--- src/rtl/bp_io_loopback_gen.sv ---
// bp_io_loopback_gen
//   IO traffic generator and loopback responder for FPGA host bring-up.
//   A start pulse issues burst_len_p uncached writes to putchar_addr_p, with at
//   most outstanding_p awaiting a response. Host-originated IO commands are
//   answered combinationally. Protocol violations set a sticky error_o.
//
//   Optional feature macro: IO_LOOPBACK_READBACK_EN
//     defined   : host uc_wr to readback_addr_p loads the byte returned by uc_rd
//     undefined : uc_rd always returns resp_byte_p
//
// Ports
//   clk_i, reset_n_i          clock, asynchronous active-low reset
//   start_i                   one-cycle pulse, starts a burst
//   reset_o                   stretched internal reset (active-high)
//   busy_o, error_o           burst in progress, sticky protocol error
//   out_cmd_*                 generated command (valid->ready)
//   out_resp_*                responses to generated commands (yumi)
//   in_cmd_*                  host command (yumi)
//   in_resp_*                 response to host (valid->ready)
module bp_io_loopback_gen #(
  parameter int unsigned              paddr_width_p   = 40,
  parameter int unsigned              data_width_p    = 64,
  parameter int unsigned              burst_len_p     = 16,
  parameter int unsigned              outstanding_p   = 4,
  parameter logic [paddr_width_p-1:0] putchar_addr_p  = 40'h00_0010_1000,
  parameter logic [paddr_width_p-1:0] readback_addr_p = 40'h00_0010_2000,
  parameter logic [7:0]               resp_byte_p     = 8'h00,
  parameter int unsigned              reset_cycles_p  = 16384
) (
  input  logic                     clk_i,
  input  logic                     reset_n_i,
  input  logic                     start_i,
  output logic                     reset_o,
  output logic                     busy_o,
  output logic                     error_o,

  output logic                     out_cmd_v_o,
  input  logic                     out_cmd_ready_and_i,
  output logic [3:0]               out_cmd_type_o,
  output logic [paddr_width_p-1:0] out_cmd_addr_o,
  output logic [2:0]               out_cmd_size_o,
  output logic [data_width_p-1:0]  out_cmd_data_o,

  input  logic                     out_resp_v_i,
  output logic                     out_resp_yumi_o,
  input  logic [3:0]               out_resp_type_i,

  input  logic                     in_cmd_v_i,
  output logic                     in_cmd_yumi_o,
  input  logic [3:0]               in_cmd_type_i,
  input  logic [paddr_width_p-1:0] in_cmd_addr_i,
  input  logic [2:0]               in_cmd_size_i,
  input  logic [data_width_p-1:0]  in_cmd_data_i,

  output logic                     in_resp_v_o,
  input  logic                     in_resp_ready_and_i,
  output logic [3:0]               in_resp_type_o,
  output logic [paddr_width_p-1:0] in_resp_addr_o,
  output logic [2:0]               in_resp_size_o,
  output logic [data_width_p-1:0]  in_resp_data_o
);

  typedef enum logic [3:0] {
    e_uc_rd = 4'd2,
    e_uc_wr = 4'd3
  } io_type_e;

  typedef enum logic [1:0] {
    e_ready,
    e_send,
    e_drain
  } state_e;

  localparam int unsigned ocnt_w_lp = $clog2(outstanding_p + 1);
  localparam int unsigned scnt_w_lp = $clog2(burst_len_p + 1);
  localparam int unsigned rcnt_w_lp = (reset_cycles_p > 1) ? $clog2(reset_cycles_p) : 1;
  localparam int unsigned lanes_lp  = data_width_p / 8;

  // ---------------------------------------------------------------------------
  // Reset stretcher: 2-flop release synchroniser, then reset_cycles_p count.
  // ---------------------------------------------------------------------------
  logic [1:0]           rst_sync_r;
  logic [rcnt_w_lp-1:0] rst_cnt_r;
  logic                 reset_r;

  always_ff @(posedge clk_i or negedge reset_n_i) begin
    if (!reset_n_i) begin
      rst_sync_r <= '0;
      rst_cnt_r  <= '0;
      reset_r    <= 1'b1;
    end else begin
      rst_sync_r <= {rst_sync_r[0], 1'b1};
      if (reset_r && rst_sync_r[1]) begin
        if (rst_cnt_r == rcnt_w_lp'(reset_cycles_p - 1))
          reset_r <= 1'b0;
        else
          rst_cnt_r <= rst_cnt_r + 1'b1;
      end
    end
  end

  assign reset_o = reset_r;

  // ---------------------------------------------------------------------------
  // Generator state
  // ---------------------------------------------------------------------------
  state_e               state_r;
  logic [scnt_w_lp-1:0] sent_r;
  logic [ocnt_w_lp-1:0] outst_r;
  logic [ocnt_w_lp-1:0] outst_n;
  logic [7:0]           byte_r;
  logic                 error_r;
  logic [7:0]           read_byte;

  logic cmd_fire;
  logic retire;
  logic err_resp;
  logic err_host;

  assign out_cmd_v_o     = (state_r == e_send) && (outst_r < ocnt_w_lp'(outstanding_p));
  assign out_cmd_type_o  = e_uc_wr;
  assign out_cmd_addr_o  = putchar_addr_p;
  assign out_cmd_size_o  = 3'($clog2(lanes_lp));
  assign out_cmd_data_o  = {lanes_lp{byte_r}};
  assign busy_o          = (state_r != e_ready);
  assign error_o         = error_r;

  // Responses are always consumed, except while the engines are held idle.
  assign out_resp_yumi_o = out_resp_v_i & ~reset_r;
  assign cmd_fire        = out_cmd_v_o & out_cmd_ready_and_i;
  // A response with nothing outstanding is an error and retires no credit.
  assign retire          = out_resp_yumi_o & (outst_r != '0);
  assign err_resp        = out_resp_yumi_o
                         & ((outst_r == '0) || (out_resp_type_i != e_uc_wr));
  assign err_host        = in_cmd_yumi_o
                         & (in_cmd_type_i != e_uc_rd) & (in_cmd_type_i != e_uc_wr);

  always_comb begin
    outst_n = outst_r;
    if (cmd_fire && !retire)
      outst_n = outst_r + 1'b1;
    else if (!cmd_fire && retire)
      outst_n = outst_r - 1'b1;
  end

  always_ff @(posedge clk_i or negedge reset_n_i) begin
    if (!reset_n_i) begin
      state_r <= e_ready;
      sent_r  <= '0;
      outst_r <= '0;
      byte_r  <= '0;
      error_r <= 1'b0;
    end else begin
      if (err_resp || err_host)
        error_r <= 1'b1;
      if (reset_r) begin
        state_r <= e_ready;
        sent_r  <= '0;
        outst_r <= '0;
      end else begin
        outst_r <= outst_n;
        if (cmd_fire)
          byte_r <= byte_r + 8'd1;
        case (state_r)
          e_ready: begin
            if (start_i) begin
              state_r <= e_send;
              sent_r  <= '0;
            end
          end
          e_send: begin
            if (cmd_fire) begin
              sent_r <= sent_r + 1'b1;
              if (sent_r == scnt_w_lp'(burst_len_p - 1))
                state_r <= e_drain;
            end
          end
          e_drain: begin
            // Look at the post-retire count so busy_o drops right after the
            // final response rather than one cycle later.
            if (outst_n == '0)
              state_r <= e_ready;
          end
          default: state_r <= e_ready;
        endcase
      end
    end
  end

  // ---------------------------------------------------------------------------
  // Responder: combinational echo, no buffering.
  // ---------------------------------------------------------------------------
  assign in_resp_v_o    = in_cmd_v_i & ~reset_r;
  assign in_cmd_yumi_o  = in_resp_v_o & in_resp_ready_and_i;
  assign in_resp_type_o = in_cmd_type_i;
  assign in_resp_addr_o = in_cmd_addr_i;
  assign in_resp_size_o = in_cmd_size_i;

  always_comb begin
    in_resp_data_o = in_cmd_data_i;
    if (in_cmd_type_i == e_uc_rd)
      in_resp_data_o = data_width_p'(read_byte);
  end

`ifdef IO_LOOPBACK_READBACK_EN
  always_ff @(posedge clk_i or negedge reset_n_i) begin
    if (!reset_n_i)
      read_byte <= resp_byte_p;
    else if (in_cmd_yumi_o && (in_cmd_type_i == e_uc_wr)
             && (in_cmd_addr_i == readback_addr_p))
      read_byte <= in_cmd_data_i[7:0];
  end
`else
  assign read_byte = resp_byte_p;
`endif

endmodule
--- config.mk ---
export PLATFORM = sky130hd
export DESIGN_NAME = bp_io_loopback_gen
export DESIGN_NICKNAME = d
export VERILOG_FILES = /design/src/rtl/bp_io_loopback_gen.sv
export SDC_FILE = /design/constraint.sdc
export NUM_CORES = 1
export LEC_CHECK = 0
export ABC_AREA = 1
export CAP_MARGIN = 20
export CORE_AREA = 2 2 137 139
export CTS_CLUSTER_SIZE = 24
export DETAILED_ROUTE_END_ITERATION = 10
export DIE_AREA = 0 0 139 141
export SKIP_CTS_REPAIR_TIMING = 1
export SLEW_MARGIN = 10
export SYNTH_ARGS = -nofsm -noshare
export SYNTH_HDL_FRONTEND = slang
export SYNTH_SLANG_ARGS = --single-unit
--- constraint.sdc ---
create_clock -name clk_i -period 2.15 [get_ports clk_i]
set_input_delay 0.3225 -clock clk_i [delete_from_list [all_inputs] [get_ports clk_i]]
set_output_delay 0.3225 -clock clk_i [all_outputs]
set_load 0.01 [all_outputs]
==> results_dict.tcl, run 1 <==
set metrics [dict create \
    power_frac_seq 0.271 \
    p_int_w 0.002235 \
    cp_top_family "flip-flops" \
    maxCapViolCount 0 \
    grt_overflow_total 0 \
    regToRegSetupSlack_ps 330 \
    fin_hold_ws_ps 146.5 \
    place_inst 861 \
    fp-row-count 50 \
    synth_seq_cells 36 \
    clk_latency_ps 280 \
    synthFlopType "dfrtp_1" \
    fin_util 0.3093 \
    die_area_um2 19600 \
    cp.arrival_ps 1750 \
    leakagePower_nw 3.156 \
    power.share.switching 0.3713 \
    fin_nets 771 \
    cp_num_buf_inv 2 \
    synth_area_leaders "buf_4 (31%), dfrtp_1 (24%), inv_1 (9.3%)" \
    h-tree-depth 2 \
    critPathKind "reg2out" \
    synth_area_leader_cell "buf_4" \
    antenna_found_initial 0 \
    synthCells 515 \
    maxSlewViolCount 0 \
    worst_slew_pin_slew_ps 833.1 \
    detail_route.wl_per_cell_um 14.41 \
    drt_pass1_iterations 4 \
    crit_path_end_kind "output pin" \
    crit_chain "inv_4 -> and3_1 -> clkdlybuf4s50_1" \
    post-route-period-util 0.9653 \
    design_power_total_w 0.003555 \
    cts_tree "done" \
    endpoint "in_cmd_yumi_o" \
    cts_buffer_depth 2 \
    place.port_buffers 217 \
    layout_min_cycle_time_ps 2075 \
    synth_area_um2 3679 \
    synth_top_area_share 0.3061 \
    vdd_ir_drop_max_mv 0.5914 \
    start_kind "flop" \
    drtIter0Drc 81 \
    slowest_stage "dfstp_2" \
    reg2reg_from "reset_o$_DFFE_PN1P_" \
    synth-edff-count 0 \
    max_freq_mhz 481.9 \
    final_hold_viol_count 0 \
    clkSlewWorstSetupHoldPaths_ps 50 \
    antenna_cells 0 \
    hpwl_mm 9.905 \
    syn_to_final_growth_pct 53.61 \
    rsz0062_at_grt "no" \
    start_util 0.2014 \
    rr_endpoint "sent_r[2]$_DFFE_PN0P_" \
    postRouteAntennaNets 0 \
    avgSynthCellArea_um2 7.143 \
    clkPwrFrac 0.204 \
    via_per_inst 3.686 \
    p_comb_frac 0.525 \
    path_depth 3 \
    die_w_um 139 \
    min_path_type "in2async" \
    pin_count 351 \
    yosysUniqueCellTypes 38 \
    switching_power_w 0.001320 \
    grt_pass1_vias 3036 \
    die-height_um 141 \
    outcome "finished, final reports clean" \
    fillers 1969 \
    p_per_area_nw_per_um2 629.1 \
    final.setup_skew_ps 1.771 \
    cts_buffers 5 \
    ff2ff_path_depth 7 \
    crit_start "reset_o$_DFFE_PN1P_" \
    max_stage_delay_ps 710 \
    cts_root_buffer "clkbuf_16" \
    worst-endpoint-required_ps 1830 \
    globalRouteTotalUtil 0.1156 \
    fp.coreArea_um2 18270 \
    grt_pass1_wl_mm 17.49 \
    layout-drive-gt1-share 0.09953 \
    ys_warn_count 0 \
    drc 0 \
    setup_viol 0 \
    grt_max_degree 37 \
    fin_tns_setup_ps 0 \
    via_count 3233 \
    final_cells 877 \
    synth.yosys.seq_area_share 0.2452 \
    drt-total-wl_mm 12.64 \
    slew_headroom 0.4446 \
    place_congestion 0.8032 \
    cp_max_fo 10 \
    async_reset_ff_frac 1.000 \
    clock-sinks 36 \
]
-- routing by layer --
| layer | GRT usage | part of all wire | vias to the layer above |
|---|---|---|---|
| met3 | 0.05231 | 0.12 | 24 |
| li1 | - | - | 1572 |
| met4 | 0.03668 | 0.021 | 0 |
| met2 | 0.1833 | 0.46 | 194 |
| met5 | 0 | 0 | - |
| met1 | 0.1406 | 0.41 | 1443 |
-- worst reg2reg max path: stages (launching register included) --
cell and delay [ps]:
dfstp_2 710, inv_4 90, nand2_2 110, inv_1 70, a21oi_1 170, and2_1 310, a21boi_1 200, a21oi_1 50
-- worst min path at each step --
stage                                          to                    start  slack [ps]
after detailed placement  rst_sync_r[1]$_DFF_PN0_  rst_sync_r[0]$_DFF_PN0_         340
after floorplan             byte_r[0]$_DFFE_PN0P_                reset_n_i          30
final                        outst_r[0]$_DFF_PN0_                reset_n_i         150
after CTS                    outst_r[0]$_DFF_PN0_                reset_n_i         180
after global routing         outst_r[0]$_DFF_PN0_                reset_n_i         220
after global placement    rst_sync_r[1]$_DFF_PN0_  rst_sync_r[0]$_DFF_PN0_         330
-- flip-flops by register name (all words and copies together) (netlist names) --
| signal | flops |
|---|---|
| rst_sync_r | 2 |
| byte_r | 8 |
| state_r | 2 |
| outst_r | 3 |
| rst_cnt_r | 14 |
| error_o | 1 |
| sent_r | 5 |
| reset_o | 1 |
-- synth_stat cells, types with 2 or more instances --
master and number:
nor2_2 3, xnor2_1 6, nor2_4 2, inv_2 6, nand4_1 3, conb_1 2, nand2_2 5, inv_1 91
a21oi_1 4, ha_1 7, nand2_1 44, xor2_1 16, nor4_1 2, nand3_4 2, nand3_1 14, o21ai_0 7
buf_6 3, buf_4 150, nor3_2 2, nor2_1 82, dfrtp_1 35, buf_2 6, nor3_1 7, nand3_2 2
-- kinds of logic (layout without fill, tap and decap cells) --
group	after synthesis	count (layout)	share of synthesized area
buffers and inverters	257	339	0.4242
AND/OR/NAND/NOR	173	173	0.2214
flip-flops	36	36	0.2452
XOR/XNOR	23	23	0.05680
AO/OA/AOI/OAI	17	17	0.02653
adder cells (fa/ha/maj)	7	7	0.02381
other	2	48	0.002042
-- cell type report --
type	count	area (um2)	share of cell area
timing repair buffer	233	2540	0.4495
inverter	98	370.4	0.06554
sequential	36	902.1	0.1597
multi-input combinational	268	1399	0.2476
tap	234	292.8	0.05182
clock buffer	8	146.4	0.02591
-- power groups by stage --
stage | Combinational (W) | Sequential (W) | Clock, W
final | 0.00186 | 0.000964 | 0.000727
after global routing | 0.00203 | 0.000990 | 0.000784
after CTS | 0.00189 | 0.000970 | 0.000746
after detailed placement | 0.00187 | 0.000979 | 0
after global placement | 0.00187 | 0.000980 | 0
after floorplan | 0.00132 | 0.000948 | 0
-- metrics by stage --
step	worst slack, ps	instance area [um2]
4_1_cts	-479.8	5365
3_5_place_dp	-470.8	5219
2_1_floorplan	556.0	3851
3_3_place_gp	-471.9	5219
5_1_grt	9.891	5650
6_report	74.70	5650
-- layout by cell type (no fill, tap or decap), types with 7 or more instances in the layout --
cell type        Yosys  final
xor2_1              16     16
nand2_1             44     44
clkbuf_16            0     10
ha_1                 7      7
o21ai_0              7      7
nor2_1              82     79
nand3_1             14     14
clkdlybuf4s50_1      0    149
nor3_1               7      7
dlymetal6s2s_1       0     58
clkbuf_2             0      9
conb_1               2     48
inv_1               91     91
dfrtp_1             35     35
Note: power is estimated with default switching activity, not from simulation.
==> inputs of run 2 (changes only) <==
- CTS_CLUSTER_DIAMETER: unset -> 60
- PLACE_DENSITY: unset -> 0.58
==> results_dict.tcl, run 2 (synthesis gave the netlist of run 1 again) <==
set metrics [dict create \
    outcome "finished, final reports clean" \
    syn_to_final_growth_pct 55.14 \
    clk_latency_ps 280 \
    grt_max_degree 37 \
    drt-total-wl_mm 12.52 \
    max_stage_delay_ps 490 \
    cts_buffers 5 \
    cts_buffer_depth 2 \
    final.setup_skew_ps 3.527 \
    cts_root_buffer "clkbuf_16" \
    cp_num_buf_inv 3 \
    maxSlewViolCount 0 \
    layout_common_cells "clkdlybuf4s50_1 (155), inv_1 (91), nor2_1 (82)" \
    drt_pass1_iterations 4 \
    post-route-period-util 0.9767 \
    antenna_found_initial 0 \
    fp-row-count 50 \
    dpl_cell_area_um2 5221 \
    setup_viol 0 \
    h-tree-depth 2 \
    cp_top_family "buffers and inverters" \
    largest_reg_flops 14 \
    via_count 3232 \
    postRouteAntennaNets 0 \
    grt_overflow_total 0 \
    vdd_ir_drop_max_mv 0.5688 \
    cp.arrival_ps 1780 \
    cts_tree "done" \
    fp.coreArea_um2 18270 \
    largest-register "rst_cnt_r" \
    die-height_um 141 \
    final_common_cell "clkdlybuf4s50_1" \
    fin_tns_setup_ps 0 \
    p_per_area_nw_per_um2 644.6 \
    die_w_um 139 \
    drc 0 \
    place_congestion 0.7880 \
    pin_count 351 \
    fin_area_um2 5707 \
    slowest_stage "clkdlybuf4s50_1" \
    slew_headroom 0.4546 \
    rsz0062_at_grt "no" \
    leakagePower_nw 3.201 \
    start_util 0.2014 \
    maxCapViolCount 0 \
    final_hold_viol_count 0 \
    reg2reg_from "reset_o$_DFFE_PN1P_" \
    regToRegSetupSlack_ps 430 \
    crit_path_end_kind "output pin" \
    hpwl_mm 9.843 \
    place.port_buffers 217 \
    rr_endpoint "sent_r[2]$_DFFE_PN0P_" \
    die_area_um2 19600 \
    max_freq_mhz 476.2 \
    top_regs "rst_cnt_r: 14 flops, byte_r: 8 flops, sent_r: 5 flops" \
    clock-sinks 36 \
    fin_nets 776 \
    worst_slew_pin_slew_ps 818.1 \
    worst-endpoint-required_ps 1830 \
    fillers 1947 \
    antenna_cells 0 \
    detail_route.wl_per_cell_um 14.20 \
    clkSlewWorstSetupHoldPaths_ps 60 \
    grt_pass1_vias 3066 \
    layout-drive-gt1-share 0.09105 \
    layout_min_cycle_time_ps 2100 \
    ff2ff_path_depth 6 \
    drtIter0Drc 90 \
    start_kind "primary input" \
    grt_pass1_wl_mm 17.51 \
    critPathKind "in2out" \
    globalRouteTotalUtil 0.1143 \
    cp_max_fo 8 \
    via_per_inst 3.664 \
    min_path_type "in2async" \
    crit_chain "dlymetal6s2s_1 -> or3b_4 -> nor2_4 -> buf_12 -> nor2_1 -> clkdlybuf4s50_1" \
]
==> run 2: cell types whose count changed in the layout (fill, tap and decap cells not counted), sizes merged <==
cell           change
buf                +6
bufinv             +1
clkbuf            -13
clkdlybuf4s50      +6
clkinvlp           +1
dlymetal6s2s       +3
inv                +1
==> run 2: power breakdown <==
group          switching, W  internal (W)
logic              0.000862       0.00101
clock network      0.000295      0.000551
registers          0.000183      0.000778
==> run 2: area by class of cell <==
type / instances / area, um2 / share of cell area
Multi-Input combinational cell: 268 / 1391 / 0.2438
Timing Repair Buffer: 238 / 2579 / 0.4519
Clock inverter: 3 / 46.29 / 0.008112
Clock buffer: 5 / 125.1 / 0.02193
Sequential cell: 36 / 902.1 / 0.1581
Inverter: 98 / 370.4 / 0.06490
Tap cell: 234 / 292.8 / 0.05130
==> run 2: how the worst max path moves through the flow <==
stage	from	endpoint	slack, ps	cells after the start
after floorplan	in_cmd_type_i[3]	in_resp_data_o[10]	560	4
after global placement	in_cmd_type_i[1]	in_resp_data_o[33]	-550	6
after CTS	in_cmd_type_i[1]	in_resp_data_o[33]	-550	6
after global routing	in_cmd_type_i[2]	in_resp_data_o[12]	8	9
after detailed placement	in_cmd_type_i[1]	in_resp_data_o[33]	-540	6
final	in_cmd_type_i[2]	in_resp_data_o[60]	50	6
==> run 2: layer usage <==
metal  up-vias  GRT usage  part of all wire
met3        20    0.04925              0.10
met1      1447     0.1381              0.41
li1       1578          -                 -
met4         0    0.02552             0.016
met2       187     0.1895              0.47
met5         -          0                 0
==> run 2: through the flow <==
| stage | instances | hold slack [ps] | utilization | worst slack, ps | power [W] |
|---|---|---|---|---|---|
| 6_report | 882 | 137.3 | 0.3124 | 50.11 | 0.003679 |
| 5_1_grt | 882 | 219.1 | 0.3124 | 7.966 | 0.003929 |
| 4_1_cts | 871 | 180.3 | 0.2952 | -553.9 | 0.003733 |
| 3_5_place_dp | 863 | 334.7 | 0.2858 | -536.7 | 0.002853 |
| 3_3_place_gp | 863 | 331.6 | 0.2858 | -548.8 | 0.002843 |
| 2_1_floorplan | 561 | 26.91 | - | 556.0 | 0.002268 |
==> inputs of run 3 (changes only) <==
- ABC_CLOCK_PERIOD_IN_PS: unset -> 2150
==> results of run 3 <==
Same layout as run 2: the final DEF is identical, and so are final timing and power.
